## src/rtl/ascon_perm_engine_pkg.sv

```systemverilog
// Shared types for the ASCON permutation engine: state layout, round constants,
// XOR-down select encoding and default round counts.
package ascon_pack;

  // S0 occupies the most significant 64 bits, matching {S0,S1,S2,S3,S4}.
  typedef logic [0:4][63:0] type_state;

  localparam int unsigned ROUNDS_A_DEF = 12;
  localparam int unsigned ROUNDS_B_DEF = 6;

  typedef enum logic [1:0] {
    XdKey       = 2'b00,
    XdDomain    = 2'b01,
    XdKeyDomain = 2'b10,
    XdNone      = 2'b11
  } xd_sel_e;

  function automatic logic [7:0] rc(input logic [3:0] r);
    return {4'hF - r, r};
  endfunction

endpackage

```

## src/rtl/ascon_perm_engine_round.sv

```systemverilog
// One combinational ASCON round: constant addition, bit-sliced 5-bit S-box layer,
// linear diffusion.
module ascon_round
  import ascon_pack::*;
(
  input  type_state  state_i,
  input  logic [3:0] round_i,
  output type_state  state_o
);

  function automatic logic [63:0] ror(input logic [63:0] x, input int unsigned n);
    return (x >> n) | (x << (64 - n));
  endfunction

  logic [63:0] x0, x1, x2, x3, x4;
  logic [63:0] t0, t1, t2, t3, t4;

  always_comb begin
    x0 = state_i[0];
    x1 = state_i[1];
    x2 = state_i[2] ^ {56'h0, rc(round_i)};
    x3 = state_i[3];
    x4 = state_i[4];

    x0 = x0 ^ x4;
    x4 = x4 ^ x3;
    x2 = x2 ^ x1;
    t0 = ~x0 & x1;
    t1 = ~x1 & x2;
    t2 = ~x2 & x3;
    t3 = ~x3 & x4;
    t4 = ~x4 & x0;
    x0 = x0 ^ t1;
    x1 = x1 ^ t2;
    x2 = x2 ^ t3;
    x3 = x3 ^ t4;
    x4 = x4 ^ t0;
    x1 = x1 ^ x0;
    x0 = x0 ^ x4;
    x3 = x3 ^ x2;
    x2 = ~x2;

    state_o[0] = x0 ^ ror(x0, 19) ^ ror(x0, 28);
    state_o[1] = x1 ^ ror(x1, 61) ^ ror(x1, 39);
    state_o[2] = x2 ^ ror(x2, 1)  ^ ror(x2, 6);
    state_o[3] = x3 ^ ror(x3, 10) ^ ror(x3, 17);
    state_o[4] = x4 ^ ror(x4, 7)  ^ ror(x4, 41);
  end

endmodule

```

## src/rtl/ascon_perm_engine.sv

```systemverilog
// Self-sequencing ASCON p^a / p^b with XOR-up on load and XOR-down after the last round.
// Define ASCON_PERM_ABORT_EN to add the abort_i port.
module ascon_perm_engine
  import ascon_pack::*;
#(
  parameter int unsigned UNROLL   = 1,
  parameter int unsigned ROUNDS_A = ROUNDS_A_DEF,
  parameter int unsigned ROUNDS_B = ROUNDS_B_DEF,
  parameter int unsigned DATA_W   = 128
) (
  input  logic              clock_i,
  input  logic              reset_i,
  input  logic              start_i,
  input  logic              mode_i,
  input  type_state         state_i,
  input  logic [DATA_W-1:0] data_i,
  input  logic [127:0]      key_i,
  input  logic              ena_xor_up_i,
  input  logic              ena_xor_down_i,
  input  logic [1:0]        sel_xor_down_i,
`ifdef ASCON_PERM_ABORT_EN
  input  logic              abort_i,
`endif
  output logic              busy_o,
  output logic              done_o,
  output type_state         state_o
);

  if (UNROLL != 1 && UNROLL != 2) begin : g_bad_unroll
    $error("ascon_perm_engine: UNROLL must be 1 or 2");
  end
  if ((ROUNDS_A % UNROLL) != 0 || (ROUNDS_B % UNROLL) != 0) begin : g_bad_div
    $error("ascon_perm_engine: round counts must be divisible by UNROLL");
  end
  if (ROUNDS_A == 0 || ROUNDS_A > 12) begin : g_bad_ra
    $error("ascon_perm_engine: ROUNDS_A must be 1..12");
  end
  if (ROUNDS_B != 6 && ROUNDS_B != 8) begin : g_bad_rb
    $error("ascon_perm_engine: ROUNDS_B must be 6 or 8");
  end
  if (DATA_W != 64 && DATA_W != 128) begin : g_bad_dw
    $error("ascon_perm_engine: DATA_W must be 64 or 128");
  end

  localparam logic [3:0] RStartA = 4'(12 - ROUNDS_A);
  localparam logic [3:0] RStartB = 4'(12 - ROUNDS_B);
  localparam logic [3:0] Step    = 4'(UNROLL);

  typedef enum logic [0:0] {StIdle, StRun} st_e;

  st_e          st_q, st_d;
  logic [3:0]   cnt_q, cnt_d;
  type_state    reg_q, reg_d;
  logic         done_q, done_d;
  logic         xd_en_q, xd_en_d;
  xd_sel_e      xd_sel_q, xd_sel_d;
  logic [127:0] key_q, key_d;

  logic         abort;
  logic         last;
  logic [127:0] up_mask;
  type_state    loaded;
  type_state    xored;
  type_state    chain [UNROLL+1];

`ifdef ASCON_PERM_ABORT_EN
  assign abort = abort_i;
`else
  assign abort = 1'b0;
`endif

  assign chain[0] = reg_q;
  for (genvar k = 0; k < UNROLL; k++) begin : g_round
    ascon_round u_round (
      .state_i (chain[k]),
      .round_i (cnt_q + 4'(k)),
      .state_o (chain[k+1])
    );
  end

  assign last = (cnt_q + Step) == 4'd12;

  // Data lands on the MSBs of {S0,S1} regardless of DATA_W.
  always_comb begin
    up_mask = ena_xor_up_i ? (128'(data_i) << (128 - DATA_W)) : 128'h0;
    loaded  = state_i;
    loaded[0] = state_i[0] ^ up_mask[127:64];
    loaded[1] = state_i[1] ^ up_mask[63:0];
  end

  always_comb begin
    xored = chain[UNROLL];
    if (xd_en_q) begin
      case (xd_sel_q)
        XdKey: begin
          xored[3] = chain[UNROLL][3] ^ key_q[127:64];
          xored[4] = chain[UNROLL][4] ^ key_q[63:0];
        end
        XdDomain: xored[4] = chain[UNROLL][4] ^ 64'h1;
        XdKeyDomain: begin
          xored[3] = chain[UNROLL][3] ^ key_q[127:64];
          xored[4] = chain[UNROLL][4] ^ key_q[63:0] ^ 64'h1;
        end
        default: ;
      endcase
    end
  end

  always_comb begin
    st_d     = st_q;
    cnt_d    = cnt_q;
    reg_d    = reg_q;
    done_d   = 1'b0;
    xd_en_d  = xd_en_q;
    xd_sel_d = xd_sel_q;
    key_d    = key_q;
    case (st_q)
      StIdle: begin
        if (start_i) begin
          st_d     = StRun;
          cnt_d    = mode_i ? RStartB : RStartA;
          reg_d    = loaded;
          xd_en_d  = ena_xor_down_i;
          xd_sel_d = xd_sel_e'(sel_xor_down_i);
          key_d    = key_i;
        end
      end
      StRun: begin
        if (abort) begin
          st_d  = StIdle;
          cnt_d = '0;
        end else if (last) begin
          st_d   = StIdle;
          cnt_d  = '0;
          reg_d  = xored;
          done_d = 1'b1;
        end else begin
          cnt_d = cnt_q + Step;
          reg_d = chain[UNROLL];
        end
      end
      default: st_d = StIdle;
    endcase
  end

  always_ff @(posedge clock_i or posedge reset_i) begin
    if (reset_i) begin
      st_q     <= StIdle;
      cnt_q    <= '0;
      reg_q    <= '0;
      done_q   <= 1'b0;
      xd_en_q  <= 1'b0;
      xd_sel_q <= XdKey;
      key_q    <= '0;
    end else begin
      st_q     <= st_d;
      cnt_q    <= cnt_d;
      reg_q    <= reg_d;
      done_q   <= done_d;
      xd_en_q  <= xd_en_d;
      xd_sel_q <= xd_sel_d;
      key_q    <= key_d;
    end
  end

  assign busy_o  = (st_q == StRun);
  assign done_o  = done_q;
  assign state_o = reg_q;

endmodule

```

## config.mk

```make
export PLATFORM = sky130hd
export DESIGN_NAME = ascon_perm_engine
export DESIGN_NICKNAME = d
export VERILOG_FILES = /design/src/rtl/ascon_perm_engine_pkg.sv /design/src/rtl/ascon_perm_engine_round.sv /design/src/rtl/ascon_perm_engine.sv
export SDC_FILE = /design/constraint.sdc
export NUM_CORES = 2
export LEC_CHECK = 0
export CAP_MARGIN = 10
export CELL_PAD_IN_SITES_DETAIL_PLACEMENT = 0
export CELL_PAD_IN_SITES_GLOBAL_PLACEMENT = 1
export CORE_AREA = 2 2 355 357
export CTS_BUF_LIST = sky130_fd_sc_hd__clkbuf_4 sky130_fd_sc_hd__clkbuf_8
export DETAILED_ROUTE_END_ITERATION = 7
export DIE_AREA = 0 0 357 359
export PLACE_DENSITY_LB_ADDON = 0.1
export SETUP_SLACK_MARGIN = 0.5
export SLEW_MARGIN = 20
export SYNTH_ARGS = -nofsm -noshare
export SYNTH_HDL_FRONTEND = slang
export SYNTH_SLANG_ARGS = --single-unit
```

## constraint.sdc

```tcl
create_clock -name clock_i -period 19.6 [get_ports clock_i]
set_input_delay 2.94 -clock clock_i [delete_from_list [all_inputs] [get_ports clock_i]]
set_output_delay 2.94 -clock clock_i [all_outputs]
set_load 0.01 [all_outputs]
```

## After elaboration in Yosys (flattened, before gate mapping)

Cells that the tools add are included.

| word-level totals | value |
|---|---|
| register bits after elaboration | 457 |
| input port bits | 584 |
| logic and storage cells | 86 |

| cells by class | value |
|---|---|
| add/subtract/negate cells | 2 |
| equality and inequality tests | 4 |
| mux-type cells | 16 |
| bitwise operators | 50 |
| reduce and logical (&&, ||, !) cells | 3 |

Operators with widths:

| kind | number |
|---|---|
| $xor 64x64->64 | 25 |
| $pmux 320 s2 | 1 |
| $mux 128 | 3 |
| $not 64->64 | 6 |
| $and 64x64->64 | 5 |
| $mux 320 | 1 |
| $pmux 64 s3 | 1 |
| $mux 64 | 1 |
| $or 23x64->64 | 1 |
| $or 25x64->64 | 1 |
| $or 3x64->64 | 1 |
| $or 36x64->64 | 1 |
| $or 45x64->64 | 1 |
| $or 47x64->64 | 1 |
| $or 54x64->64 | 1 |
| $or 57x64->64 | 1 |
| $or 58x64->64 | 1 |
| $or 63x64->64 | 1 |
| $xor 64x8->64 | 1 |
| $mux 4 | 2 |
| $pmux 4 s2 | 1 |
| $add 4x1->4 const B | 1 |
| $eq 4x4->1 const B | 1 |
| $mux 1 | 4 |
| other kinds (10) | 12 |

## Logic depth before layout (Yosys ltp)

| depth | value |
|---|---|
| word-level depth | 13 |
| gate-level depth with buffers | 9 |
| depth with buffers taken out | 7 |

## Modules after synthesis

From an unflattened synthesis, not the netlist that was laid out.

| second synthesis, totals | value |
|---|---|
| cell total of the unflattened synthesis | 4271 |
| area, all modules | 44400.1 µm² |

By module, submodules not included:

| module | instances | cells each | area each (µm²) | seq. area each (µm²) |
|---|---|---|---|---|
| ascon_perm_engine | 1 | 2733 | 28212.1 | 11436.0 |
| ascon_round | 1 | 1538 | 16188.0 | 0.0 |

## Least setup slack after synthesis

No wires, ideal clock.

| timing | value |
|---|---|
| path kind | input to register |
| start | input port start_i |
| end | register reg_q, in the netlist state_o[100] |
| arrival time | 4.042 ns |
| data required time | 19.454 ns |
| setup slack | 15.411 ns |
| stages | 5 |
| buffers on the path | 3 |
| cell sequence | buf_2 buf_2 clkbuf_1 mux2i_1 mux2i_1 |

| on the way | value |
|---|---|
| cells in the longest elaborated chain, start to end | 1 |

Ends and longest elaborated chain:

| what | line | source |
|---|---|---|
| start, declared | ascon_perm_engine.sv:13 | `input logic start_i,` |
| $ne 2x2->1 (no source line) | -- |  |
| end signal, assigned | ascon_perm_engine.sv:158 | `reg_q <= reg_d;` |
| end, declared | ascon_perm_engine.sv:53 | `type_state reg_q, reg_d;` |

No other way between the ends.
A chain may end at the register's enable or synchronous reset.

==> metrics.txt <==
RSZ-0062 raised after global routing no; Placer Congestion 0.9531; Cell Area, Synth 0.03843 mm^2; antenna violations before repair 24; Cells after Synth 3915; Num CTS Buffers 93; Post-synth ARST share 100.0%; Setup CP Type in2async; Worst path top cell family by delay buffers and inverters; clk buf depth 3; CTS root buffer clkbuf_8; CP Max Fanout 100; Worst-Margin Slew 1.293 ns; final setup fails 0; Rel. slew slack 13.48%; first-pass GRT wire length 290.1 mm; Area Overhead vs Synth 34.46%; Top Ports 906; CTS tree done; CTS Hold Bufs 0; Post-synth EDFFs 0; crit share post-route 29.63%; Synth Flop Type dfrtp_1; most common cell type on the critical path buf_4; outcome finished clean; DR pass1 iterations 6; synth unique cells 41; Starting Density 30.84%; hold crit path type reg2reg; most frequent cells in the layout 903 x clkdlybuf4s50_1, 694 x xnor2_1, 455 x dfrtp_1; setup_tns 0 ns; Residual DRC 0; CP max-delay cell buf_4; Max stage delay on crit path 0.86 ns; Port Buf Inserts 905; Setup Buffers After CTS 0; WP data required 20.34 ns; vias in the first global route 32652; number of H-tree levels 3; Mapped Nets 4629; Row Count 130; Routed WL 220.5 mm; crit path time final 5.808 ns; Avg Cell Area, Syn 9.815 um^2; CTS clk-pin slew, worst paths 0.06 ns; gr usage total 33.44%; Slew Limit Fails 0; DIE WIDTH 357 um; Total Die Area 0.1282 mm^2; Final ANT Viol Nets 0; worst-skew pair later-pin latency 0.79 ns; DR vias/cell 5.189; crit start category input pin; Layout Skew 0.04359 ns; post-CTS resize count 0; Routed wire per std cell 33.71 um; GR Overflow Total 0; vias 33934; Worst Setup End Kind async pin; Die Span Y 359 um; clock tree sinks 457; layout cells sized above 1 8.636%; Post-DP HPWL 183.7 mm; Max Freq 172.2 MHz; initial drt markers 3277; Seq/Total Area, Yosys 29.76%; synth warn 0; NumNets Final 5515; CORE AREA 0.1246 mm^2; Final Hold Vio Count 0; crit path cell chain clkdlybuf4s50_1 -> inv_8 -> buf_4 -> buf_4 -> buf_4; FF+latch count, synth 457; Arr. time, crit path 6.54 ns; Buffers & Inverters on Critical Path 5; pin count of the biggest net entering global routing 193; commonest non-fill, non-tap cell in the layout clkdlybuf4s50_1; Max-Cap Viols 0
[metal layers]
metal	global-route usage (%)	vias up	routed length [um]
met3	6.381	254	17310
met2	54.26	1565	102000
li1	-	14988	-
met1	45.07	17101	93970
met5	0	-	172
met4	9.466	26	7037
[synthesized netlist by cell type, types with 4 or more instances]
cell type / instances / share of area (%)
xnor3_1: 131 / 7.7
nor2b_1: 63 / 1.0
buf_1: 24 / 0.23
xnor2_1: 705 / 16
clkbuf_1: 136 / 1.3
xnor2_2: 7 / 0.30
mux2_2: 133 / 3.9
mux2i_1: 281 / 7.3
ha_1: 130 / 4.2
nand2_1: 402 / 3.9
nand4_1: 126 / 2.1
a21o_1: 52 / 1.0
o211ai_1: 24 / 0.47
dfrtp_1: 457 / 30
nand2b_1: 6 / 0.098
nor2_1: 200 / 2.0
xor2_1: 427 / 9.7
inv_1: 132 / 1.3
buf_2: 31 / 0.40
nand3_1: 4 / 0.052
a21oi_1: 118 / 1.5
a211oi_1: 114 / 2.2
o21ai_0: 182 / 2.4
xor2_2: 9 / 0.38
[kinds of logic after synthesis]
family	after synthesis	synth area share, %
and+or+nand+nor	809	9.251
xor gates and xnor gates	1284	34.47
buffers and inverters	323	3.256
adders and majority gates	132	4.285
muxes	414	11.22
AOI/OAI and AO/OA	496	7.762
DFF	457	29.76
[flip-flops by register name, indices dropped and copies added (netlist names)]
name and flops:
busy_o 1, cnt_q 4, state_o 320, key_q 128
xd_en_q 1, xd_sel_q 2, done_o 1
[worst register-to-register path, stage by stage (launching register included)]
cell and delay [ns]:
dfrtp_1 0.53, ha_1 0.31, nand2b_1 0.17, o21ai_0 0.28, a21o_4 0.67, buf_4 0.80, nand4_1 0.53, xnor2_1 0.94
a21oi_1 0.15
[cell type report]
cell class | count | area, um^2
timing repair buffer | 982 | 9664
sequential | 457 | 11440
clock inverter | 15 | 185.2
clock buffer | 154 | 1919
fill | 12527 | 72920
antenna | 14 | 35.03
tap | 1650 | 2064
inverter | 132 | 505.5
multi-input combinational | 3135 | 25850
[final timing paths]
path                                    startpoint                        to  slack [ns]  depth (start not counted)
max                                        reset_i  state_o[231]$_DFFE_PP0P_       13.79                          5
min                          key_q[99]$_DFFE_PP0P_     key_q[99]$_DFFE_PP0P_        0.51                          1
max reg2reg                   cnt_q[0]$_DFFE_PP0P_   state_o[35]$_DFFE_PP0P_       15.05                          8
min reg2reg                  key_q[99]$_DFFE_PP0P_     key_q[99]$_DFFE_PP0P_        0.51                          1
max in group clock_i       state_o[94]$_DFFE_PP0P_               state_o[94]       14.38                          1
min in group asynchronous                  reset_i       xd_en_q$_DFFE_PP0P_        2.63                          2
[stage by stage]
step | cells | setup WS [ns] | hold WS, ns | utilization (%) | instance area [um^2]
after detailed placement | 6356 | 12.81 | 0.4970 | 39.75 | 49530
after CTS | 6525 | 13.65 | 0.5103 | 41.44 | 51630
after global routing | 6531 | 13.34 | 0.5222 | 41.45 | 51650
after global placement | 6356 | 12.86 | 0.4904 | 39.73 | 49500
final | 6539 | 13.79 | 0.5056 | 41.47 | 51670
after floorplan | 3915 | 3.920 | 0.4804 | - | 38430
Power is not shown: default switching activity piles up to over one toggle a cycle in this logic, so the estimate is an artifact.
